## config.mk

```make
export PLATFORM = sky130hd
export DESIGN_NAME = s_term_single
export DESIGN_NICKNAME = d
export VERILOG_FILES = /design/src/rtl/s_term_pkg.sv /design/src/rtl/s_term_cfg_frame.sv /design/src/rtl/s_term_single.sv
export SDC_FILE = /design/constraint.sdc
export NUM_CORES = 1
export LEC_CHECK = 0
export BUFFER_PORTS_ARGS = -buffer_cell sky130_fd_sc_hd__clkbuf_2
export CAP_MARGIN = 5
export CORE_MARGIN = 1
export CORE_UTILIZATION = 35
export DETAILED_ROUTE_END_ITERATION = 10
export PLACE_DENSITY = 0.65
export SLEW_MARGIN = 20
export SYNTH_ARGS = -nofsm -noshare
export SYNTH_HDL_FRONTEND = slang
export SYNTH_SLANG_ARGS = --single-unit
```

## constraint.sdc

```tcl
create_clock -name CLK -period 1.7 [get_ports CLK]
set_input_delay 0 -clock CLK [delete_from_list [all_inputs] [get_ports CLK]]
set_output_delay 0 -clock CLK [all_outputs]
set_load 0.05 [all_outputs]
```

## src/rtl/s_term_pkg.sv

```systemverilog
// Shared constants and types for the south terminal tile.
// Holds the config field layout, lane counts and the routed-output bundle.
package s_term_pkg;

    localparam int CFG_W = 16;

    localparam int N1_ROT_LSB  = 0;
    localparam int N1_ROT_W    = 4;
    localparam int N2_SWAP_LSB = 4;
    localparam int N2_SWAP_W   = 8;
    localparam int N4_ROT_LSB  = 12;
    localparam int N4_ROT_W    = 2;
    localparam int CO_BIT      = 14;
    localparam int REG_EN_BIT  = 15;

    localparam int N1_LANES = 4;
    localparam int N2_LANES = 8;
    localparam int N4_LANES = 16;

    typedef struct packed {
        logic [N4_LANES-1:0] n4;
        logic [N2_LANES-1:0] n2b;
        logic [N2_LANES-1:0] n2;
        logic [N1_LANES-1:0] n1;
    } route_t;

    typedef struct packed {
        logic   co;
        route_t route;
    } oreg_t;

endpackage

```

## src/rtl/s_term_cfg_frame.sv

```systemverilog
// Frame-bus config latch: owns one strobe, rejects multi-strobe writes and
// reports a sticky collision flag plus a "configured since reset" flag.
module s_term_cfg_frame
    import s_term_pkg::*;
#(
    parameter int MaxFramesPerCol = 20,
    parameter int FrameBitsPerRow = 32,
    parameter int NoConfigBits    = 16,
    parameter int CfgFrame        = 0
) (
    input  logic                       CLK,
    input  logic                       resetn,
    input  logic [FrameBitsPerRow-1:0] FrameData,
    input  logic [MaxFramesPerCol-1:0] FrameStrobe,
    output logic [NoConfigBits-1:0]    cfg,
    output logic                       CfgValid,
    output logic                       CfgErr
);

    // Popcount > 1 test: clearing the lowest set bit leaves something behind.
    function automatic logic multi_hot(input logic [MaxFramesPerCol-1:0] v);
        return |(v & (v - 1'b1));
    endfunction

    logic hit;
    logic collide;
    logic unused_frame_bits;

    assign hit               = FrameStrobe[CfgFrame];
    assign collide           = multi_hot(FrameStrobe);
    assign unused_frame_bits = ^FrameData[FrameBitsPerRow-1:NoConfigBits];

    always_ff @(posedge CLK or negedge resetn) begin
        if (!resetn) begin
            cfg      <= '0;
            CfgValid <= 1'b0;
            CfgErr   <= 1'b0;
        end else if (hit) begin
            if (collide) begin
                CfgErr <= 1'b1;
            end else begin
                cfg      <= FrameData[NoConfigBits-1:0];
                CfgValid <= 1'b1;
            end
        end
    end

endmodule

```

## src/rtl/s_term_single.sv

```systemverilog
// South terminal tile: loops southbound S1/S2/S4 wires back north through a
// configurable lane mapping, drives the column carry-in, optional output register.
module s_term_single
    import s_term_pkg::*;
#(
    parameter int MaxFramesPerCol = 20,
    parameter int FrameBitsPerRow = 32,
    parameter int NoConfigBits    = 16,
    parameter int CfgFrame        = 0
) (
    input  logic                       CLK,
    input  logic                       resetn,
    input  logic [N1_LANES-1:0]        S1END,
    input  logic [N2_LANES-1:0]        S2MID,
    input  logic [N2_LANES-1:0]        S2END,
    input  logic [N4_LANES-1:0]        S4END,
    input  logic [FrameBitsPerRow-1:0] FrameData,
    input  logic [MaxFramesPerCol-1:0] FrameStrobe,
    output logic [N1_LANES-1:0]        N1BEG,
    output logic [N2_LANES-1:0]        N2BEG,
    output logic [N2_LANES-1:0]        N2BEGb,
    output logic [N4_LANES-1:0]        N4BEG,
    output logic                       Co,
    output logic                       CfgValid,
    output logic                       CfgErr
);

    logic [CFG_W-1:0]     cfg;
    logic [N1_ROT_W-1:0]  n1_rot;
    logic [N2_SWAP_W-1:0] n2_swap;
    logic [N4_ROT_W-1:0]  n4_rot;
    logic                 co_val;
    logic                 reg_en;
    route_t               mux_out;
    oreg_t                oreg_p1;

    s_term_cfg_frame #(
        .MaxFramesPerCol (MaxFramesPerCol),
        .FrameBitsPerRow (FrameBitsPerRow),
        .NoConfigBits    (NoConfigBits),
        .CfgFrame        (CfgFrame)
    ) u_cfg (
        .CLK         (CLK),
        .resetn      (resetn),
        .FrameData   (FrameData),
        .FrameStrobe (FrameStrobe),
        .cfg         (cfg),
        .CfgValid    (CfgValid),
        .CfgErr      (CfgErr)
    );

    assign n1_rot  = cfg[N1_ROT_LSB +: N1_ROT_W];
    assign n2_swap = cfg[N2_SWAP_LSB +: N2_SWAP_W];
    assign n4_rot  = cfg[N4_ROT_LSB +: N4_ROT_W];
    assign co_val  = cfg[CO_BIT];
    assign reg_en  = cfg[REG_EN_BIT];

    // A cleared cfg yields the identity mapping, which gives reset pass-through.
    always_comb begin
        mux_out = '0;
        for (int i = 0; i < N1_LANES; i++) begin
            mux_out.n1[i] = n1_rot[i] ? S1END[(i + 1) % N1_LANES] : S1END[i];
        end
        for (int i = 0; i < N2_LANES; i++) begin
            mux_out.n2[i]  = n2_swap[i] ? S2END[i] : S2MID[i];
            mux_out.n2b[i] = n2_swap[i] ? S2MID[i] : S2END[i];
        end
        for (int i = 0; i < N4_LANES; i++) begin
            logic [3:0] idx;
            idx           = 4'(i) + {n4_rot, 2'b00};
            mux_out.n4[i] = S4END[idx];
        end
    end

    // Output stage boundary: samples the live mapping every edge.
    always_ff @(posedge CLK or negedge resetn) begin
        if (!resetn) begin
            oreg_p1 <= '0;
        end else begin
            oreg_p1 <= '{co: co_val, route: mux_out};
        end
    end

    always_comb begin
        if (reg_en) begin
            {N4BEG, N2BEGb, N2BEG, N1BEG} = oreg_p1.route;
            Co                            = oreg_p1.co;
        end else begin
            {N4BEG, N2BEGb, N2BEG, N1BEG} = mux_out;
            Co                            = co_val;
        end
    end

endmodule

```

# After elaboration in Yosys (flattened, before gate mapping)
# Cells that the tools add are included.
# op_classes
n_reduce_logical	3
n_mux	57
bitwise_logic	2
order_cmp	16
add_sub_neg	16
# op_table
operator	n
less-than comparator 4 x 5 -> 1 bit, second input constant	16
binary-select mux 1 bit (select 4 bit)	15
2-to-1 mux 1 bit	37
adder 4 bit, first input constant	8
AND 20 bit	1
OR reduction 20 bit	1
subtractor 20 x 1 -> 20 bit, second input constant	1
adder 3 x 4 -> 4 bit, first input constant	4
2-to-1 mux 16 bit	1
2-to-1 mux 8 bit	2
adder 2 x 4 -> 4 bit, first input constant	2
adder 1 x 4 -> 4 bit, first input constant	1
2-to-1 mux 4 bit	1
AND reduction 2 bit	2
binary-select mux 1 bit (select 2 bit)	1
NOT 1 bit	1
# word_totals
out_inout_bits	39
input_bits	90
regBits	55

# Logic depth before layout (Yosys ltp)
# logic_depth
ltp_word	5
ltp_mapped	9
mapped_depth_nobuf	6

# Modules after synthesis
# A second synthesis with hierarchy kept.
# hier_totals
cells_unflattened	192
hier_area_um2	3014.1
# by_module_without_submodules
module	seq_area_each_um2	n_inst	area_each_um2	cells_each
s_term_single	925.9	1	2025.7	118
s_term_cfg_frame	450.4	1	988.4	74

# Worst setup path before layout
# OpenSTA, ideal clock, no wires.
# synth_timing
path_kind	register -> output
from	reg u_cfg.cfg[13]
to	out N4BEG[2]
arrival_time_ns	2.488
stages_incl_launch_ff	6
slack_ns	-0.788
path_cell_list	dfrtp_1 clkbuf_1 buf_1 mux2_2 nor2_1 o31ai_1
# synth_between
elab_chain_cells	4
# synth_lines
element	line_no	text
from (decl)	s_term_cfg_frame.sv:15	output logic [NoConfigBits-1:0] cfg,
from (signal assigned)	s_term_cfg_frame.sv:42	cfg <= FrameData[NoConfigBits-1:0];
adder 2 x 4 -> 4 bit	s_term_single.sv:70	idx = 4'(i) + {n4_rot, 2'b00};
binary-select mux 1 bit (select 4 bit)	s_term_single.sv:71	mux_out.n4[i] = S4END[idx];
2-to-1 mux 1 bit (not written as such)	s_term_single.sv:71	
2-to-1 mux 16 bit	s_term_single.sv:85	if (reg_en) begin
to (decl)	s_term_single.sv:22	output logic [N4_LANES-1:0] N4BEG,
# Every way passes these cells. The select of a mux whose other input is x is not followed.

# Final worst setup path
# layout_timing
from	in FrameStrobe[8]
to	reg u_cfg.cfg[2]
# layout_between
elab_chain_cells	5
# layout_lines
element	line_no	text
from (decl)	s_term_single.sv:18	input logic [MaxFramesPerCol-1:0] FrameStrobe,
subtractor 20 x 1 -> 20 bit	s_term_cfg_frame.sv:22	return |(v & (v - 1'b1));
AND 20 bit *	s_term_cfg_frame.sv:22	
OR reduction 20 bit *	s_term_cfg_frame.sv:22	
NOT 1 bit (no source line) *	--	
AND reduction 2 bit (no source line) *	--	
# Every way passes the cells marked *; elsewhere a longest branch is shown, timed or not.
# A chain may end at the register's enable or synchronous reset.

==> impl_metrics.csv <==
group,metric,value,unit
setup_path,arrival,2.23,ns
power_and_ir_drop,p_leak,2.32,nW
run_status,violations,"negative setup slack",
routing,detail-route-antenna-nets,0,
yosys,synth_nets,335,
finish,drive_gt1_frac,0.670,
job,max_cap_violations,0,
sta,hold_viol_final,0,
grt,grt_start_max_net_pins,34,
yosys,synth_edf_count,0,
sta,finalSetupViolations,29,
finish,num_antenna_cells,0,
setup_path,worstSetupPathType,"in -> reg",
setup_path,critPathLaunchType,"primary input",
clocking,clk_pin_slew,0.13,ns
yosys,ys_top_cells_by_count,"68 x mux2_2, 55 x dfrtp_1, 37 x nor2_1",
sta,fin_crit_sh,1.18,
setup_path,r2r-end,"oreg_p1[9]",
grt,antenna_found_initial,0,
die,die_y,93.3,um
routing,drt_wl_total,8380,um
routing,drc,0,
setup_path,slowest_stage,"or4_4",
yosys,synthArstFlopShare,1.00,
sta,clock.fmax,498,MHz
power_and_ir_drop,worst_ir_drop_vdd,0.000349,V
die,die_w,93.3,um
setup_path,slowest_delay,0.56,ns
placement,io_buffers,112,
clocking,clock-sinks,55,
routing,avgViaCountPerCell,4.88,
routing,drtPass1Iterations,4,
sta,fin_skew,0.0147,ns
yosys,yosys.area.top_type,"dfrtp_1",
yosys,avgSynthCellArea,11.9,um^2
routing,vias,2658,
run_status,outcome,"complete, but fails checks",
die,die_area,0.00871,mm^2
yosys,synth_area,0.00292,mm^2
setup_path,path_max_fanout,14,
finish,num-fill-cells,595,
yosys,yosysSeqAreaShare,0.471,
worst_hold_path,min_from,"FrameStrobe[0]",
yosys,synthTopCellsByArea,"dfrtp_1 47%, mux2_2 26%, nor2_1 4.8%, mux2_4 4.6%, a21oi_1 2.1%",
worst_hold_path,hold_path.class,"in -> reg",
setup_path,ff2ff_path_depth,2,
power_and_ir_drop,power.total,2.91,mW
finish,fin_nets,532,
setup_path,cp_cell_sequence,"buf_6 > or4_4 > nor4_4 > nand2_2 > a2111oi_4 > and4_4 > buf_12 > mux2_2",
sta,slew_viol_final,0,
yosys,synth.distinct_cells,31,
setup_path,worstSetupEndpointType,"flip-flop",
die,core-area,0.00789,mm^2
setup_path,worst_ep_required_time,1.92,ns
placement,dp.final_hpwl,5430,um
grt,track_usage,0.197,
finish,multiInputGateArea,0.00186,mm^2
grt,grt_pass1_vias,2870,
clocking,clock_latency,0.32,ns
die,boundaryPins,129,
clocking,cts_buffer_depth,2,
yosys,synth_ff_type,"dfrtp_1",
clocking,cts-root-buf,"clkbuf_8",
worst_hold_path,min_to,"u_cfg.CfgErr",
setup_path,r2r_start,"u_cfg.cfg[9]",
clocking,cts_buffers,5,
yosys,synth_top_cell_area_share,0.471,
setup_path,r2r_setup_slack,0.24,ns
yosys,ys_ff_latch,55,
sta,layout_setup_ws,-0.307,ns
sta,max_slew_margin,0.718,
yosys,postSynthCellCount,245,
sta,fin_crit,2.01,ns
finish,regArea,0.00138,mm^2
die,initial_core_util,0.370,
clocking,cts_tree,"done",
routing,wl_per_cell,15.4,um
worst_hold_path,hold_path_depth,3,
sta,whs,0.0240,ns
yosys,synth_most_common_cell,"mux2_2",
yosys,ys_warn_count,0,
finish,area_delta_synth_final,76.2,%
grt,grt_pass1_wl,13600,um
placement,routabilityCongestion,0.840,
sta,grt_setup_unrepaired,"true",
clocking,htreeDepth,2,
placement,dpl_worst_slack,-0.724,ns
die,rows,32,
power_and_ir_drop,power_density,565,mW/mm^2
routing,drt_iter0_drc,62,
sta,tightest_slew,0.421,ns
grt,grt_remaining_overflow,0,
[kinds of logic (layout without fill, tap and decap cells)]
group                  Yosys count  after routing  synth area share
flip-flops                      55             55             0.471
multiplexers                    81             81             0.322
AO/OA/AOI/OAI                   31             31            0.0746
AND/OR/NAND/NOR                 64             64             0.103
buffers and inverters           14            212            0.0287
[cell type report]
type	instances	area share
multi-input cells	176	0.361
repair buffers	203	0.326
clock inverters	3	0.00560
well taps	102	0.0248
inverters	1	0.00146
flip-flops and latches	55	0.268
clock buffers	5	0.0134
[metrics by stage]
stage	utilization	area [um^2]	cells	setup TNS [ns]
2_1_floorplan	-	3040	245	-6.79
3_3_place_gp	0.498	3930	475	-9.93
3_5_place_dp	0.498	3930	475	-11.85
4_1_cts	0.629	4960	539	-5.54
5_1_grt	0.652	5140	545	-7.35
6_report	0.652	5140	545	-5.59
[critical path, delay by kind of cell]
kind                   cells  cell delay [ns]
multiplexers               1             0.34
AND/OR/NAND/NOR            4             1.30
buffers and inverters      2             0.25
AO/OA/AOI/OAI              1             0.34
[repair_timing]
| action | in CTS | in global routing |
|---|---|---|
| buffers inserted | 9 | 6 |
| gates resized for setup | 86 | 44 |
| endpoints found under the setup margin | 46 | 33 |
| endpoints found under the hold margin | 91 | 0 |
| hold buffers | 47 | 0 |
| pin swaps | 6 | 9 |
[metal layers]
layer	share of wire	GRT usage
met3	0.044	0.0293
met4	0.015	0.0564
met5	0	0
met2	0.53	0.353
met1	0.41	0.245
[power by group]
group / internal, mW / switching (mW) / total (mW)
Clock: 0.313 / 0.486 / 0.798
Combinational: 0.362 / 0.385 / 0.747
Sequential: 1.35 / 0.0117 / 1.36
[cell usage in the layout (no fill, tap or decap), types with 2 or more instances in the layout]
cell type | Yosys | layout
nor2_4 | 0 | 13
a211o_2 | 2 | 2
or3_1 | 2 | 2
o21ai_0 | 2 | 2
mux2_2 | 68 | 49
buf_8 | 0 | 13
buf_12 | 1 | 7
clkbuf_2 | 0 | 94
inv_6 | 0 | 2
nor2_1 | 37 | 15
buf_4 | 0 | 31
o31ai_4 | 0 | 8
buf_6 | 2 | 8
a21oi_2 | 0 | 6
nor2_2 | 0 | 9
a21oi_1 | 12 | 6
clkbuf_16 | 0 | 3
or4_4 | 2 | 3
dlygate4sd3_1 | 0 | 47
clkbuf_8 | 0 | 5
mux2i_4 | 0 | 3
dfrtp_1 | 55 | 53
nor3_1 | 4 | 3
mux2_4 | 9 | 28
nand2_1 | 12 | 11
dfrtp_2 | 0 | 2
or2_2 | 2 | 2
[state kept, by name, summed over array words and instances (netlist names)]
register        cells
oreg_p1            37
u_cfg.cfg          16
u_cfg.CfgErr        1
u_cfg.CfgValid      1
[worst max-delay path by stage]
stage                         startpoint             to  slack, ns
after global placement    FrameStrobe[8]  u_cfg.cfg[15]      -0.61
final                     FrameStrobe[8]   u_cfg.cfg[2]      -0.31
after floorplan           FrameStrobe[0]  u_cfg.cfg[10]      -0.45
after detailed placement  FrameStrobe[8]   u_cfg.cfg[3]      -0.72
after global routing      FrameStrobe[8]  u_cfg.cfg[15]      -0.37
after CTS                 FrameStrobe[8]  u_cfg.cfg[15]      -0.30
Note: power is estimated with default switching activity, not from simulation.
